<file path="config.mk">
export PLATFORM = sky130hd
export DESIGN_NAME = vector_floating_point_square_root_iterative_flat
export DESIGN_NICKNAME = d
export VERILOG_FILES = /design/src/rtl/vector_floating_point_square_root_iterative_pkg.sv /design/src/rtl/vector_floating_point_square_root_iterative_if.sv /design/src/rtl/vector_floating_point_square_root_iterative_step.sv /design/src/rtl/vector_floating_point_square_root_iterative.sv /design/src/flat_wrapper.sv
export SDC_FILE = /design/constraint.sdc
export NUM_CORES = 1
export LEC_CHECK = 0
export ABC_AREA = 1
export BUFFER_PORTS_ARGS = -buffer_cell sky130_fd_sc_hd__buf_2
export CORE_MARGIN = 4
export CORE_UTILIZATION = 51
export CTS_CLUSTER_DIAMETER = 150
export DETAILED_ROUTE_END_ITERATION = 16
export PLACE_DENSITY = 0.77
export SLEW_MARGIN = 10
export SYNTH_ARGS = -nofsm -noshare
export SYNTH_HDL_FRONTEND = slang
export SYNTH_SLANG_ARGS = --single-unit
</file>
<file path="constraint.sdc">
create_clock -name clock -period 2.7 [get_ports clock]
set_input_delay 0.54 -clock clock [delete_from_list [all_inputs] [get_ports clock]]
set_output_delay 0.54 -clock clock [all_outputs]
set_load 0.005 [all_outputs]
</file>
<file path="src/rtl/vector_floating_point_square_root_iterative_pkg.sv">
// Shared constants for the iterative FP32 vector square-root unit: vector
// register geometry plus the FP32 encodings, flag indices and FSM states.
package riscv_v_pkg;
  localparam int VLEN = 256;
endpackage

package dragonfang_floating_point_pkg;
  localparam logic [31:0] FP32_CANONICAL_NAN = 32'h7FC00000;
  localparam logic [31:0] FP32_POS_INF       = 32'h7F800000;
  localparam int          FP32_BIAS          = 127;

  localparam int FFLAG_NV = 4;
  localparam int FFLAG_DZ = 3;
  localparam int FFLAG_OF = 2;
  localparam int FFLAG_UF = 1;
  localparam int FFLAG_NX = 0;

  // 50-bit radicand yields a 25-bit root (24 significand bits + guard).
  localparam int SQRT_RAD_W  = 50;
  localparam int SQRT_ROOT_W = 25;
  localparam int SQRT_REM_W  = 28;
  localparam int SQRT_STEPS  = 25;

  typedef enum logic [2:0] {
    IDLE,
    UNPACK,
    ITERATE,
    ROUND,
    DONE
  } sqrt_state_t;
endpackage

</file>
<file path="src/rtl/vector_floating_point_square_root_iterative_if.sv">
// Issue/result handshake bundle between the vector pipe and the sqrt unit.
interface vector_floating_point_square_root_iterative_if #(
  parameter int VLEN         = riscv_v_pkg::VLEN,
  parameter int NUM_ELEMENTS = VLEN / 32
);
  localparam int VL_W = $clog2(NUM_ELEMENTS) + 1;

  logic            issue_valid;
  logic            issue_ready;
  logic [VLEN-1:0] vs2;
  logic [VL_W-1:0] vl;
  logic            result_valid;
  logic            result_ready;
  logic [VLEN-1:0] vd;
  logic [4:0]      fflags;

  modport master (
    output issue_valid, vs2, vl, result_ready,
    input  issue_ready, result_valid, vd, fflags
  );

  modport slave (
    input  issue_valid, vs2, vl, result_ready,
    output issue_ready, result_valid, vd, fflags
  );
endinterface

</file>
<file path="src/rtl/vector_floating_point_square_root_iterative_step.sv">
// One restoring square-root iteration: brings down a radicand bit pair and
// decides the next root bit.
module fp32_square_root_recurrence_step
  import dragonfang_floating_point_pkg::*;
(
  input  logic [SQRT_REM_W-1:0]  remainder,
  input  logic [SQRT_ROOT_W-1:0] root,
  input  logic [1:0]             radicand_pair,
  output logic [SQRT_REM_W-1:0]  remainder_next,
  output logic [SQRT_ROOT_W-1:0] root_next
);
  logic [SQRT_REM_W-1:0] shifted;
  logic [SQRT_REM_W-1:0] trial;
  logic                  fits;

  always_comb begin
    // Remainder stays below 2*root+1, so its top two bits are always zero.
    shifted        = {remainder[SQRT_REM_W-3:0], radicand_pair};
    trial          = {{(SQRT_REM_W-SQRT_ROOT_W-2){1'b0}}, root, 2'b01};
    fits           = (shifted >= trial);
    remainder_next = fits ? (shifted - trial) : shifted;
    root_next      = {root[SQRT_ROOT_W-2:0], fits};
  end
endmodule

</file>
<file path="src/rtl/vector_floating_point_square_root_iterative.sv">
// Element-serial FP32 vector square root: one restoring root bit per cycle,
// RNE rounding, DAZ on subnormal inputs.
module vector_floating_point_square_root_iterative
  import dragonfang_floating_point_pkg::*;
#(
  parameter int VLEN         = riscv_v_pkg::VLEN,
  parameter int NUM_ELEMENTS = VLEN / 32
) (
  input logic clock,
  input logic reset_n,
  vector_floating_point_square_root_iterative_if.slave io
);
  localparam int VL_W = $clog2(NUM_ELEMENTS) + 1;

  sqrt_state_t             state, state_next;
  logic [VLEN-1:0]         vs2_q, vd_q;
  logic [VL_W-1:0]         vl_q, idx;
  logic [4:0]              fflags_q, count;
  logic [SQRT_RAD_W-1:0]   radicand;
  logic [SQRT_REM_W-1:0]   remainder, remainder_step;
  logic [SQRT_ROOT_W-1:0]  root, root_step;
  logic [7:0]              exp_res;
  logic                    special;
  logic [31:0]             special_res;
  logic [4:0]              special_flags;

  logic [31:0]             elem;
  logic                    elem_sign;
  logic [7:0]              elem_exp;
  logic [22:0]             elem_frac;
  logic                    spec_c;
  logic [31:0]             spec_res_c;
  logic [4:0]              spec_flags_c;
  logic [7:0]              exp_c;
  logic [SQRT_RAD_W-1:0]   rad_c;
  logic                    guard, sticky, round_up;
  logic [22:0]             frac_rounded;
  logic [31:0]             elem_res;
  logic [4:0]              elem_flags;
  logic                    more_elems;

  fp32_square_root_recurrence_step u_step (
    .remainder      (remainder),
    .root           (root),
    .radicand_pair  (radicand[SQRT_RAD_W-1:SQRT_RAD_W-2]),
    .remainder_next (remainder_step),
    .root_next      (root_step)
  );

  always_comb begin
    elem = '0;
    for (int k = 0; k < NUM_ELEMENTS; k++)
      if (idx == VL_W'(k)) elem = vs2_q[32*k +: 32];
    {elem_sign, elem_exp, elem_frac} = elem;

    spec_c       = 1'b1;
    spec_flags_c = '0;
    spec_res_c   = FP32_CANONICAL_NAN;
    if (elem_exp == 8'h00) begin
      spec_res_c = {elem_sign, 31'b0};
    end else if (elem_exp == 8'hFF) begin
      if (elem_frac != '0)  spec_flags_c[FFLAG_NV] = ~elem_frac[22];
      else if (elem_sign)   spec_flags_c[FFLAG_NV] = 1'b1;
      else                  spec_res_c = FP32_POS_INF;
    end else if (elem_sign) begin
      spec_flags_c[FFLAG_NV] = 1'b1;
    end else begin
      spec_c = 1'b0;
    end

    // (E + 126 + E[0]) >> 1 rewritten to avoid the discarded LSB.
    exp_c = {1'b0, elem_exp[7:1]} + 8'((FP32_BIAS - 1) / 2) + {7'b0, elem_exp[0]};
    rad_c = elem_exp[0] ? {2'b01, elem_frac, 25'b0} : {1'b1, elem_frac, 26'b0};

    guard        = root[0];
    sticky       = |remainder;
    round_up     = guard & (sticky | root[1]);
    frac_rounded = root[23:1] + {22'b0, round_up};
    elem_flags   = '0;
    if (special) begin
      elem_res   = special_res;
      elem_flags = special_flags;
    end else begin
      elem_res   = {1'b0, exp_res, frac_rounded};
      elem_flags[FFLAG_NX] = guard | sticky;
    end

    more_elems = (idx + VL_W'(1)) < vl_q;
  end

  always_ff @(posedge clock or negedge reset_n) begin
    if (!reset_n) state <= IDLE;
    else          state <= state_next;
  end

  always_comb begin
    state_next      = state;
    io.issue_ready  = (state == IDLE);
    io.result_valid = (state == DONE);
    io.vd           = vd_q;
    io.fflags       = fflags_q;
    case (state)
      IDLE:    if (io.issue_valid) state_next = (io.vl == '0) ? DONE : UNPACK;
      UNPACK:  state_next = spec_c ? ROUND : ITERATE;
      ITERATE: if (count == 5'd1) state_next = ROUND;
      ROUND:   state_next = more_elems ? UNPACK : DONE;
      DONE:    if (io.result_ready) state_next = IDLE;
      default: state_next = IDLE;
    endcase
  end

  always_ff @(posedge clock or negedge reset_n) begin
    if (!reset_n) begin
      vs2_q <= '0; vd_q <= '0; vl_q <= '0; idx <= '0; fflags_q <= '0;
      count <= '0; radicand <= '0; remainder <= '0; root <= '0;
      exp_res <= '0; special <= 1'b0; special_res <= '0; special_flags <= '0;
    end else begin
      case (state)
        IDLE: if (io.issue_valid) begin
          vs2_q    <= io.vs2;
          vl_q     <= (io.vl > VL_W'(NUM_ELEMENTS)) ? VL_W'(NUM_ELEMENTS) : io.vl;
          vd_q     <= '0;
          fflags_q <= '0;
          idx      <= '0;
        end
        UNPACK: begin
          special       <= spec_c;
          special_res   <= spec_res_c;
          special_flags <= spec_flags_c;
          exp_res       <= exp_c;
          radicand      <= rad_c;
          remainder     <= '0;
          root          <= '0;
          count         <= 5'(SQRT_STEPS);
        end
        ITERATE: begin
          radicand  <= {radicand[SQRT_RAD_W-3:0], 2'b00};
          remainder <= remainder_step;
          root      <= root_step;
          count     <= count - 5'd1;
        end
        ROUND: begin
          for (int k = 0; k < NUM_ELEMENTS; k++)
            if (idx == VL_W'(k)) vd_q[32*k +: 32] <= elem_res;
          fflags_q <= fflags_q | elem_flags;
          if (more_elems) idx <= idx + VL_W'(1);
        end
        default: ;
      endcase
    end
  end
endmodule

</file>
<file path="src/flat_wrapper.sv">
// flat-port wrapper written by rule: the top's interface ports become plain ports
module vector_floating_point_square_root_iterative_flat import dragonfang_floating_point_pkg::*;
#(
  parameter int VLEN         = riscv_v_pkg::VLEN,
  parameter int NUM_ELEMENTS = VLEN / 32
)
  (clock, reset_n, io_issue_valid, io_vs2, io_vl, io_result_ready, io_issue_ready, io_result_valid, io_vd, io_fflags);
  vector_floating_point_square_root_iterative_if #(.VLEN(VLEN), .NUM_ELEMENTS(NUM_ELEMENTS)) io_i ();
  input logic clock;
  input logic reset_n;
  input wire logic [$bits(io_i.issue_valid)-1:0] io_issue_valid;
  input wire logic [$bits(io_i.vs2)-1:0] io_vs2;
  input wire logic [$bits(io_i.vl)-1:0] io_vl;
  input wire logic [$bits(io_i.result_ready)-1:0] io_result_ready;
  output wire logic [$bits(io_i.issue_ready)-1:0] io_issue_ready;
  output wire logic [$bits(io_i.result_valid)-1:0] io_result_valid;
  output wire logic [$bits(io_i.vd)-1:0] io_vd;
  output wire logic [$bits(io_i.fflags)-1:0] io_fflags;
  assign io_i.issue_valid = io_issue_valid;
  assign io_i.vs2 = io_vs2;
  assign io_i.vl = io_vl;
  assign io_i.result_ready = io_result_ready;
  assign io_issue_ready = io_i.issue_ready;
  assign io_result_valid = io_i.result_valid;
  assign io_vd = io_i.vd;
  assign io_fflags = io_i.fflags;
  vector_floating_point_square_root_iterative #(.VLEN(VLEN), .NUM_ELEMENTS(NUM_ELEMENTS)) u_core (.clock(clock), .reset_n(reset_n), .io(io_i));
endmodule
</file>
**After elaboration in Yosys (flattened, before gate mapping)**

Index checks and enable logic that the tools add are counted.

- Register bits: 678
- Bits of input ports: 264
- Output and inout port bits: 263

- $add $sub $neg: 6
- $lt $le $gt $ge: 3
- Eq/ne operators: 25
- Multiplexer cells: 50
- Bitwise operators: 5
- Reductions and logical operators: 20

Operators by type and width:

| kind | number |
|---|---|
| 32-bit two-way mux | 20 |
| 256-bit one-hot mux with 2 select lines | 1 |
| 256-bit two-way mux | 1 |
| 50-bit one-hot mux with 2 select lines | 1 |
| 28-bit one-hot mux with 2 select lines | 1 |
| 50-bit two-way mux | 1 |
| 25-bit one-hot mux with 2 select lines | 1 |
| 3-bit AND reduction | 10 |
| 28-bit by 27-bit greater-or-equal comparator with 1-bit output | 1 |
| 28-bit two-way mux | 1 |
| 28-bit OR reduction | 1 |
| 28-bit by 27-bit subtractor with 28-bit output | 1 |
| 23-bit by 1-bit adder with 23-bit output | 1 |
| 23-bit two-way mux | 1 |
| 23-bit nonzero test | 1 |
| 2-bit by 1-bit != test with 1-bit output (second input constant) | 10 |
| 5-bit one-hot mux with 2 select lines | 2 |
| 4-bit by 3-bit == test with 1-bit output (second input constant) | 4 |
| 4-bit two-way mux | 4 |
| 3-bit two-way mux | 5 |
| 3-bit one-hot mux with 5 select lines | 1 |
| 7-bit by 6-bit adder with 8-bit output (second input constant) | 1 |
| 8-bit by 1-bit adder with 8-bit output | 1 |
| 4-bit by 2-bit == test with 1-bit output (second input constant) | 2 |
| other kinds (23) | 36 |

**Longest topological paths before layout**

- Word-level depth: 14
- Mapped depth: 23
- Depth with buffers taken out: 22

**By module**

From an unflattened synthesis, not the netlist that was laid out.

- Cells, all modules: 3853
- Area, all modules: 29902.4 um^2

Modules (own cells, without submodules):

| module | instances | cells an instance | area each (um^2) | seq. area each (um^2) |
|---|---|---|---|---|
| vector_floating_point_square_root_iterative | 1 | 3283 | 27187.3 | 15539.9 |
| fp32_square_root_recurrence_step | 1 | 570 | 2715.1 | 0.0 |

**Worst setup path after synthesis**

No wires, ideal clock.

- Path kind: register to register
- From: register u_core.idx[0]
- To: register u_core.exp_res[6]
- Setup time: 117 ps
- Data arrival time: 2807 ps
- Setup slack: -224 ps
- Cell stages (with the launch flop): 20
- Clock period less this slack: 2924 ps
- Cells stage by stage: dfrtp_1 -> inv_1 -> ha_1 -> buf_2 -> nand2_2 -> buf_1 -> nand3_1 -> o211ai_1 -> o221ai_1 -> nand2_1 -> o211ai_1 -> a22oi_1 -> ha_1 -> ha_1 -> nand2_1 -> nor2_1 -> nand2_1 -> xor2_1 -> nand2_1 -> nand2_1

- Longest elaborated chain between the ends: 11
- Elaborated cells on any way between the ends: 18

Ends and longest elaborated chain:

| element | RTL line | RTL |
|---|---|---|
| start, declared | vector_floating_point_square_root_iterative.sv:17 | `logic [VL_W-1:0] vl_q, idx;` |
| start signal, assigned | vector_floating_point_square_root_iterative.sv:146 | `if (more_elems) idx <= idx + VL_W'(1);` |
| 4-bit logical NOT | vector_floating_point_square_root_iterative.sv:53 | `if (idx == VL_W'(k)) elem = vs2_q[32*k +: 32];` |
| 32-bit two-way mux (7 in series) | vector_floating_point_square_root_iterative.sv:53 |  |
| 32-bit two-way mux * | vector_floating_point_square_root_iterative.sv:53 |  |
| 7-bit by 6-bit adder with 8-bit output | vector_floating_point_square_root_iterative.sv:72 | `exp_c = {1'b0, elem_exp[7:1]} + 8'((FP32_BIAS - 1) / 2) + {7'b0, elem_exp[0]};` |
| 8-bit by 1-bit adder with 8-bit output * | vector_floating_point_square_root_iterative.sv:72 |  |
| end signal, assigned | vector_floating_point_square_root_iterative.sv:130 | `exp_res <= exp_c;` |
| end, declared | vector_floating_point_square_root_iterative.sv:22 | `logic [7:0] exp_res;` |

Mark *: on every way between the ends. The rest lies on a longest branch, timed or not.
A chain may end at the register's enable or synchronous reset.

**Final worst setup path**

- From: register u_core.remainder[14]
- To: register u_core.vd_q[83], in the netlist u_core.io.vd[83]

- Longest elaborated chain between the ends: 7

Ends and longest elaborated chain:

| element | RTL line | RTL |
|---|---|---|
| start, declared | vector_floating_point_square_root_iterative.sv:20 | `logic [SQRT_REM_W-1:0] remainder, remainder_step;` |
| start signal, assigned | vector_floating_point_square_root_iterative.sv:138 | `remainder <= remainder_step;` |
| 28-bit OR reduction | vector_floating_point_square_root_iterative.sv:76 | `sticky = \|remainder;` |
| 1-bit bitwise OR | vector_floating_point_square_root_iterative.sv:77 | `round_up = guard & (sticky \| root[1]);` |
| 1-bit bitwise AND | vector_floating_point_square_root_iterative.sv:77 |  |
| 23-bit by 1-bit adder with 23-bit output | vector_floating_point_square_root_iterative.sv:78 | `frac_rounded = root[23:1] + {22'b0, round_up};` |
| 32-bit two-way mux | vector_floating_point_square_root_iterative.sv:80 | `if (special) begin` |
| 32-bit two-way mux | vector_floating_point_square_root_iterative.sv:144 | `if (idx == VL_W'(k)) vd_q[32*k +: 32] <= elem_res;` |
| 256-bit one-hot mux with 2 select lines | vector_floating_point_square_root_iterative.sv:118 | `case (state)` |
| end signal, assigned by index | vector_floating_point_square_root_iterative.sv:144 |  |
| end, declared | vector_floating_point_square_root_iterative.sv:16 | `logic [VLEN-1:0] vs2_q, vd_q;` |

Every way passes these cells. The select of a mux whose other input is x is not followed.

==> qor.txt <==
Status = finished with violations
Violated checks = setup timing
Core box area = 55310 um^2
Worst slew margin = 0.2502
DR pass1 iterations = 6
Ports = 527
# port buffers = 523
Vias in the first global route = 26469
Crit-path max FO = 7
Syn avg cell area = 8.068 um^2
PD cells = 1187 nW/um^2
Crit path DAT = 3.49 ns
First-pass GRT wire length = 145200 um
Hold Crit Class = input port to register
Post-synth cell types = 47
RSZ-0062 raised after global routing = yes
Placed insts = 4846
CTS Root Cell = clkbuf_16
Area grow syn2layout = 29.90%
Cell Rows = 86
# Max-Cap Violations = 0
HPWL Detailed = 68230 um
Routed Antenna Nets = 0
CP Capture Type = register
Initial core utilization = 0.5161
Least-Margin Pin Slew = 1.125 ns
Hold Fails Final Rpt = 0
Syn. warnings = 0
Routed WL = 95140 um
Clk_lat worst skew = 0.60 ns
Final worst slack = -0.3023 ns
Deepest clock path buffer count = 3
Final Critical Period = 3.002 ns
Sequential share of the synthesized area = 0.5444
CP required = 3.19 ns
Routed WL per cell = 19.07 um
Worst VDD drop = 0.0007249 V
Final Cycle Share = 1.112
Max Slew Vio Count = 0
Initial antenna violation count = 3
DRC viols = 0
CTS tree = yes
Share of cells above drive strength 1 = 0.2698
GRT Util Overall = 0.3055
Max Clk Rate = 0.3331 GHz
Commonest non-fill, non-tap cells in the layout = 1238 x nand2_1, 618 x dfrtp_1, 522 x buf_2
Initial DRC Count = 2680
Leakage power = 19.54 nW
Synthesized flop and latch total = 621
Synthesized area = 28550 um^2
Critical path class = register to register
CTS sink count = 621
H-tree Lvls = 3
Startpoint types = register
Total power = 44.03 mW
Most common cell after layout, fill and taps aside = nand2_1
Multi-input logic area = 12060 um^2
Die area = 59820 um^2
Nets@finish = 4500
Final Wtd Congestion = 0.9544
Largest net degree at the start of global routing = 104
Vias = 27375
TritonCTS buffer count = 67
Global route total overflow = 0
Final setup fails = 112
Chip height = 244.6 um
Seq. cell area = 15540 um^2
Final instance area = 37080 um^2
Non-Filler Instances = 4989
Setup Skew = 0.01144 ns
CTS clock-pin slew for the worst setup and hold paths = 0.06 ns
Cells after Synth = 3538
Cell Area, Placed = 33480 um^2
Vias per cell = 5.487
Die W = 244.6 um
Layout fillers = 4455
[cell type report]
class / count / share of cell area
Tap cell: 748 / 0.02524
Antenna cell: 1 / 0.00006749
Sequential cell: 621 / 0.4192
Inverter: 330 / 0.03368
Clock inverter: 21 / 0.006614
Multi-Input combinational cell: 2402 / 0.3251
Timing Repair Buffer: 772 / 0.1366
Clock buffer: 94 / 0.05345
[flip-flops by register name, indices dropped and copies added (netlist names)]
register and flops:
u_core.io.vd 256, u_core.special 1, u_core.special_flags 1, u_core.count 5, u_core.special_res 3, u_core.state 3
u_core.radicand 25, u_core.exp_res 8, u_core.io.fflags 2, u_core.idx 4, u_core.root 25, u_core.vs2_q 256
u_core.vl_q 4, u_core.remainder 28
[final timing paths]
kind                                       from                 to  slack, ns  cells after the start
min in group asynchronous               reset_n   u_core.vs2_q[71]       0.43                      2
max reg2reg                u_core.remainder[14]   u_core.io.vd[83]      -0.30                     19
min                                 io_vs2[109]  u_core.vs2_q[109]       0.13                      3
min reg2reg                   u_core.io.vd[129]  u_core.io.vd[129]       0.46                      2
max in group asynchronous               reset_n    u_core.io.vd[1]       1.31                      3
max                        u_core.remainder[14]   u_core.io.vd[83]      -0.30                     19
[metal layers]
metal	GRT usage	up-vias	routed length, um
met5	0	-	8
met4	0.1358	2	4862
met3	0.05044	240	7949
met2	0.4912	1372	44130
met1	0.4116	13061	38190
li1	-	12700	-
[worst max-delay path, cell delays in order, from the launching register on]
cell     delay, ns
dfrtp_1       0.40
nor4_4        0.08
nand4_1       0.19
nor2_2        0.07
a21oi_2       0.13
ha_2          0.23
nand3_2       0.10
nor2_2        0.10
nand2_2       0.09
nor2_2        0.15
nand2_2       0.10
nor3_4        0.19
nand2_2       0.11
nor3_4        0.29
nand2_1       0.14
nor3_2        0.15
nor3_2        0.08
buf_4         0.18
nand2_1       0.06
nand2_1       0.05
[what timing repair did]
action | in CTS | in global routing
hold buffers | 1 | 0
pin swaps | 30 | 63
endpoints found under the setup margin | 138 | 190
hold endpoints to repair | 35 | 0
setup buffers | 11 | 20
cloned | 0 | 2
resized for setup | 158 | 262
[cells by family after synthesis]
kind of cell | count (synthesis) | synth area share
AOI/OAI and AO/OA | 710 | 0.1309
other | 1 | 0.0001314
buffers and inverters | 517 | 0.07017
xor gates and xnor gates | 24 | 0.007364
DFF | 621 | 0.5444
adders and majority gates | 42 | 0.01841
and+or+nand+nor | 1623 | 0.2287
[cells in the mapped netlist (all sizes together)]
master / number / area (um^2)
nand3b: 1 / 7.510
nor3: 19 / 132.6
a31oi: 6 / 37.54
o22ai: 48 / 300.3
nand3: 183 / 925.9
a21oi: 150 / 754.5
clkinv: 2 / 7.510
o21a: 2 / 15.01
a22o: 2 / 17.52
inv: 328 / 1231
a31o: 1 / 8.760
or2: 4 / 25.02
nor2: 119 / 474.2
a221oi: 2 / 17.52
clkbuf: 136 / 510.5
nor3b: 1 / 7.510
o221ai: 2 / 17.52
xnor2: 12 / 105.1
buf: 51 / 254.0
nand2: 1264 / 4755
o31ai: 1 / 7.510
xor2: 12 / 105.1
a21boi: 2 / 15.01
a21o: 5 / 37.54
o21ai: 467 / 2341
a211oi: 1 / 7.510
nor4: 10 / 62.56
a211o: 1 / 8.760
nand4: 22 / 137.6
conb: 1 / 3.750
a22oi: 1 / 7.510
o211ai: 13 / 97.59
ha: 42 / 525.5
o21bai: 6 / 45.04
dfrtp: 621 / 15540
[power by group]
group | leakage, nW | switching (mW) | internal (mW)
registers | 8.13 | 1.54 | 12.3
logic | 10.3 | 13.2 | 7.77
clock network | 1.11 | 3.75 | 5.52
total | 19.5 | 18.4 | 25.6
[through the flow]
step | setup slack, ns | TNS (ns) | hold slack [ns] | utilization
3_3_place_gp | -0.4875 | -27.41 | 0.4516 | 0.6054
4_1_cts | -0.2515 | -14.48 | 0.1120 | 0.6522
5_1_grt | -0.5434 | -43.10 | 0.1327 | 0.6704
2_1_floorplan | 0.01012 | 0 | 0.2444 | -
3_5_place_dp | -0.4897 | -28.79 | 0.4546 | 0.6054
6_report | -0.3023 | -20.43 | 0.1345 | 0.6704
Note: power is estimated with default switching activity, not from simulation.
